$ cat config.mk
export PLATFORM = sky130hd
export DESIGN_NAME = alu_arbiter
export DESIGN_NICKNAME = d
export VERILOG_FILES = /design/src/rtl/alu_arbiter.sv
export SDC_FILE = /design/constraint.sdc
export NUM_CORES = 1
export LEC_CHECK = 0
export ABC_AREA = 0
export CORE_MARGIN = 5
export CORE_UTILIZATION = 28
export CTS_CLUSTER_DIAMETER = 100
export DETAILED_ROUTE_END_ITERATION = 10
export GPL_ROUTABILITY_DRIVEN = 0
export PLACE_DENSITY = 0.66
export SLEW_MARGIN = 15
export SYNTH_ARGS = -nofsm -noshare
export SYNTH_HDL_FRONTEND = slang
export SYNTH_SLANG_ARGS = --single-unit
export TNS_END_PERCENT = 20
$ cat constraint.sdc
create_clock -name clk -period 1.25 [get_ports clk]
set_input_delay 0.25 -clock clk [delete_from_list [all_inputs] [get_ports clk]]
set_output_delay 0.25 -clock clk [all_outputs]
set_load 0.05 [all_outputs]
$ cat src/rtl/alu_arbiter.sv
// alu_arbiter: shares one combinational ALU between two requesters.
// Round-robin grant in IDLE, one EXEC cycle with registered ALU inputs,
// then a tagged response held in RESP until the consumer accepts it.
// Optional build macro: ALU_STICKY_FLAGS_EN adds an accumulated flag
// register (sticky_flags) cleared by sticky_clr.
//
// state | meaning
// ------+----------------------------------------------------------
// IDLE  | waiting for a request; grants the round-robin winner
// EXEC  | ALU driven from registered operands; result captured on edge
// RESP  | response presented; leaves on rsp_valid & rsp_ready
module alu_arbiter #(
   parameter int BW = 16
) (
   input  logic          clk,
   input  logic          rst_n,
   input  logic          req0_valid,
   output logic          req0_ready,
   input  logic [BW-1:0] req0_a,
   input  logic [BW-1:0] req0_b,
   input  logic [3:0]    req0_op,
   input  logic          req1_valid,
   output logic          req1_ready,
   input  logic [BW-1:0] req1_a,
   input  logic [BW-1:0] req1_b,
   input  logic [3:0]    req1_op,
   output logic          rsp_valid,
   input  logic          rsp_ready,
   output logic          rsp_id,
   output logic [BW-1:0] rsp_out,
   output logic [2:0]    rsp_flags,
   output logic [BW-1:0] alu_a,
   output logic [BW-1:0] alu_b,
   output logic [3:0]    alu_opcode,
   input  logic [BW-1:0] alu_out,
   input  logic [2:0]    alu_flags,
   output logic [2:0]    sticky_flags,
   input  logic          sticky_clr
);

   typedef enum logic [1:0] {
      IDLE = 2'd0,
      EXEC = 2'd1,
      RESP = 2'd2
   } state_t;

   localparam logic [3:0] OP_NOP = 4'b1111;

   state_t        state_q, state_d;
   logic [BW-1:0] alu_a_q, alu_a_d;
   logic [BW-1:0] alu_b_q, alu_b_d;
   logic [3:0]    alu_op_q, alu_op_d;
   logic          rsp_valid_q, rsp_valid_d;
   logic          rsp_id_q, rsp_id_d;
   logic [BW-1:0] rsp_out_q, rsp_out_d;
   logic [2:0]    rsp_flags_q, rsp_flags_d;
   logic          last_grant_q, last_grant_d;
   logic          win1;

   // Requester 1 wins when it is alone or when requester 0 held the last grant.
   assign win1 = req1_valid & (~req0_valid | ~last_grant_q);

   // State and datapath registers.
   always_ff @(posedge clk or negedge rst_n) begin
      if (!rst_n) begin
         state_q      <= IDLE;
         alu_a_q      <= '0;
         alu_b_q      <= '0;
         alu_op_q     <= OP_NOP;
         rsp_valid_q  <= 1'b0;
         rsp_id_q     <= 1'b0;
         rsp_out_q    <= '0;
         rsp_flags_q  <= 3'b000;
         last_grant_q <= 1'b1;
      end else begin
         state_q      <= state_d;
         alu_a_q      <= alu_a_d;
         alu_b_q      <= alu_b_d;
         alu_op_q     <= alu_op_d;
         rsp_valid_q  <= rsp_valid_d;
         rsp_id_q     <= rsp_id_d;
         rsp_out_q    <= rsp_out_d;
         rsp_flags_q  <= rsp_flags_d;
         last_grant_q <= last_grant_d;
      end
   end

   // Next-state, grant and capture logic.
   always_comb begin
      state_d      = state_q;
      alu_a_d      = alu_a_q;
      alu_b_d      = alu_b_q;
      alu_op_d     = alu_op_q;
      rsp_valid_d  = rsp_valid_q;
      rsp_id_d     = rsp_id_q;
      rsp_out_d    = rsp_out_q;
      rsp_flags_d  = rsp_flags_q;
      last_grant_d = last_grant_q;
      req0_ready   = 1'b0;
      req1_ready   = 1'b0;
      case (state_q)
         IDLE: begin
            if (req0_valid || req1_valid) begin
               req0_ready   = ~win1;
               req1_ready   = win1;
               alu_a_d      = win1 ? req1_a  : req0_a;
               alu_b_d      = win1 ? req1_b  : req0_b;
               alu_op_d     = win1 ? req1_op : req0_op;
               rsp_id_d     = win1;
               last_grant_d = win1;
               state_d      = EXEC;
            end
         end
         EXEC: begin
            rsp_out_d   = alu_out;
            rsp_flags_d = alu_flags;
            rsp_valid_d = 1'b1;
            state_d     = RESP;
         end
         RESP: begin
            if (rsp_ready) begin
               rsp_valid_d = 1'b0;
               state_d     = IDLE;
            end
         end
         default: state_d = IDLE;
      endcase
   end

   assign alu_a      = alu_a_q;
   assign alu_b      = alu_b_q;
   assign alu_opcode = alu_op_q;
   assign rsp_valid  = rsp_valid_q;
   assign rsp_id     = rsp_id_q;
   assign rsp_out    = rsp_out_q;
   assign rsp_flags  = rsp_flags_q;

`ifdef ALU_STICKY_FLAGS_EN
   logic [2:0] sticky_q;

   // Accumulate flags on each capture; a clear in the same cycle keeps only the new flags.
   always_ff @(posedge clk or negedge rst_n) begin
      if (!rst_n) begin
         sticky_q <= 3'b000;
      end else if (sticky_clr && state_q == EXEC) begin
         sticky_q <= alu_flags;
      end else if (sticky_clr) begin
         sticky_q <= 3'b000;
      end else if (state_q == EXEC) begin
         sticky_q <= sticky_q | alu_flags;
      end
   end

   assign sticky_flags = sticky_q;
`else
   logic unused_sticky_clr;

   assign unused_sticky_clr = sticky_clr;
   assign sticky_flags      = 3'b000;
`endif

endmodule

==> results.cfg <==
[status]
outcome = complete, but fails checks
failed_checks = negative setup slack

[logic_synthesis]
syn_inst = 226
synth_area_leaders = dfrtp_1 53%, mux2_2 8.3%, a221o_1 7.0%
synth_top_area_share_pct = 53.1
yosysWarnings = 0
synth_area_per_cell_um2 = 11.5
ys_types = 25
syn_area_um2 = 2590
synth_top_area_cell = dfrtp_1
seq_area_frac_synth_pct = 58.2
synth_seq_cells = 60

[cells_and_area]
n_antenna_cell = 0
layout_commonest_cell = clkdlybuf4s50_1
syn2layout_area_growth_pct = 105
final_cell_mix = 92 x clkdlybuf4s50_1, 65 x buf_12, 55 x dfrtp_1, 37 x nand2_1, 20 x a21oi_1
stdcell_area_um2 = 5310
fillerInstances = 765
layout.nets = 495
final_layout_size_suffix_gt1_share_pct = 33.3

[setup_path]
slowest_stage = dfstp_2
worstPathMaxFanout = 4
critPathArrivalTime_ns = 1.38
worstSetupPathType = reg2out
cp.required_ns = 1.00
endpoint_kind = output port
critPathMaxStageDelay_ns = 0.54
cp-start-kind = register
path_cells = a21bo_4, and3_4, buf_12

[detailed_routing]
drc = 0
drt_iter0_markers = 73
detail_route.vias_per_cell = 4.75
drtPass1Iterations = 4
wl_per_cell_um = 16.8
ant_nets = 0
dr_total_vias = 2439
wl_mm = 8.63

[die]
start_util_pct = 28.3
die_w_um = 106
core_um2 = 9150
num_io_pins = 159
row_count = 35
die-area_um2 = 11300
die_h_um = 106

[timing]
period_minus_slack_ns = 1.63
rsz0062_at_grt = yes
max_freq_ghz = 0.614
postLayoutSetupSlackWorst_ns = -0.379
final-setup-viol-count = 61
hold_viol_final = 0
fin_skew_ns = 0.00661
fin_crit_sh_pct = 130
maxSlewViolCount = 0

[cts]
cts_tree = yes
htree_levels = 3
cts_root_buf = clkbuf_8
cts_sinks = 60
clk_pin_slew_ns = 0.07
numCtsBuffers = 9
cts_buffer_depth = 2
worstSkewPairLatency_ns = 0.34

[place]
postPlaceCellArea_um2 = 4970
hpwl_mm = 6.43
dp_slack_ns = -0.553
io_buffers = 154

[hold_path]
hold_path.class = in2async

[global_routing]
antenna_found_initial = 0
grt_overflow = 0
grt_pass1_vias = 2639
track_usage_pct = 15.7
grt_pass1_wl_mm = 14.0
grt_max_degree = 61

[power_and_ir_drop]
p_leak_nw = 2.37
p_per_area_nw_per_um2 = 3170
irDropWorstVdd_mv = 1.28

[run]
cap_violations = 0
cells in the mapped netlist:
library cell,instances
a21bo_2,1
a21boi_2,1
a21o_1,2
a21oi_1,20
a221o_1,18
a31oi_1,18
and3_1,18
and3_4,1
buf_2,9
buf_4,6
buf_6,2
clkbuf_1,4
conb_1,1
dfrtp_1,55
dfstp_2,5
inv_1,1
inv_2,1
mux2_2,19
nand2_1,38
nor2_1,1
nor2b_1,1
nor3_1,1
nor3b_1,1
or2_1,1
or2_2,1
path summary, 6_finish.rpt:
path	from	endpoint	slack (ns)	depth (start not counted)
worst min register to register	rsp_id	rsp_id	0.55	1
worst min-delay path	rst_n	alu_b[2]	0.45	3
min in group clk	req1_a[0]	alu_a[0]	0.48	3
worst max-delay path	last_grant_q	req0_ready	-0.38	3
max in group asynchronous	rst_n	alu_opcode[2]	0.49	3
worst max register to register	last_grant_q	alu_b[4]	-0.21	5
per-layer routing:
layer | routed length [um] | GRT usage [%]
met1 | 3610 | 18.9
met2 | 4210 | 26.1
met3 | 710 | 5.28
met4 | 95 | 5.55
met5 | 0 | 0
stage by stage:
stage               TNS [ns]  power (mW)  hold slack (ns)  std cells  util, %
finish                 -5.78        16.8            0.450        514     58.0
global placement      -16.62        14.6            0.287        491     54.3
floorplan              -4.06        9.06          -0.0456        228        -
global route           -9.30        17.6            0.469        514     58.0
CTS                    -6.62        16.7            0.447        511     57.1
detailed placement    -19.13        14.8            0.291        491     54.3
kinds of logic after synthesis:
kind of cell	Yosys count	synth area share, %
AO/OA/AOI/OAI	60	16.6
flip-flops	60	58.2
buffers and inverters	23	5.21
multiplexers	19	8.26
other	1	0.145
AND/OR/NAND/NOR	63	11.6
where the power goes:
| group | leakage (nW) | switching [mW] | internal [mW] | total (mW) |
|---|---|---|---|---|
| registers | 0.695 | 1.07 | 3.01 | 4.08 |
| logic | 1.58 | 5.36 | 5.60 | 11.0 |
| clock network | 0.0983 | 0.803 | 0.970 | 1.77 |
what timing repair did:
item | 4_1_cts | 5_1_grt
resized for setup | 6 | 16
endpoints found under the setup margin | 61 | 61
hold endpoints to repair | 55 | 0
hold buffers | 1 | 0
buffers inserted | 3 | 3
cloned | 0 | 0
pin swaps | 2 | 4
worst max-delay path: cells and delay by family, from the launching register on:
kind | cells | cell delay (ns)
simple gates | 1 | 0.22
compound gates | 1 | 0.15
flops | 1 | 0.54
buf+inv | 1 | 0.14
cell type report:
class	count	area [um^2]	share of cell area [%]
repair buffers	180	2410	45.5
clock buffers	10	138	2.59
flip-flops and latches	60	1510	28.4
inverters	2	7.51	0.141
well taps	111	139	2.62
clock inverters	6	63.8	1.20
multi-input cells	145	1040	19.6
sequential cells by signal, indices dropped and copies added, names as in the netlist:
name / flops
alu_a: 16
alu_b: 16
rsp_out: 16
alu_opcode: 4
rsp_flags: 3
state_q: 2
last_grant_q: 1
rsp_id: 1
rsp_valid: 1
No activity file was read; power rests on OpenSTA's default activity.
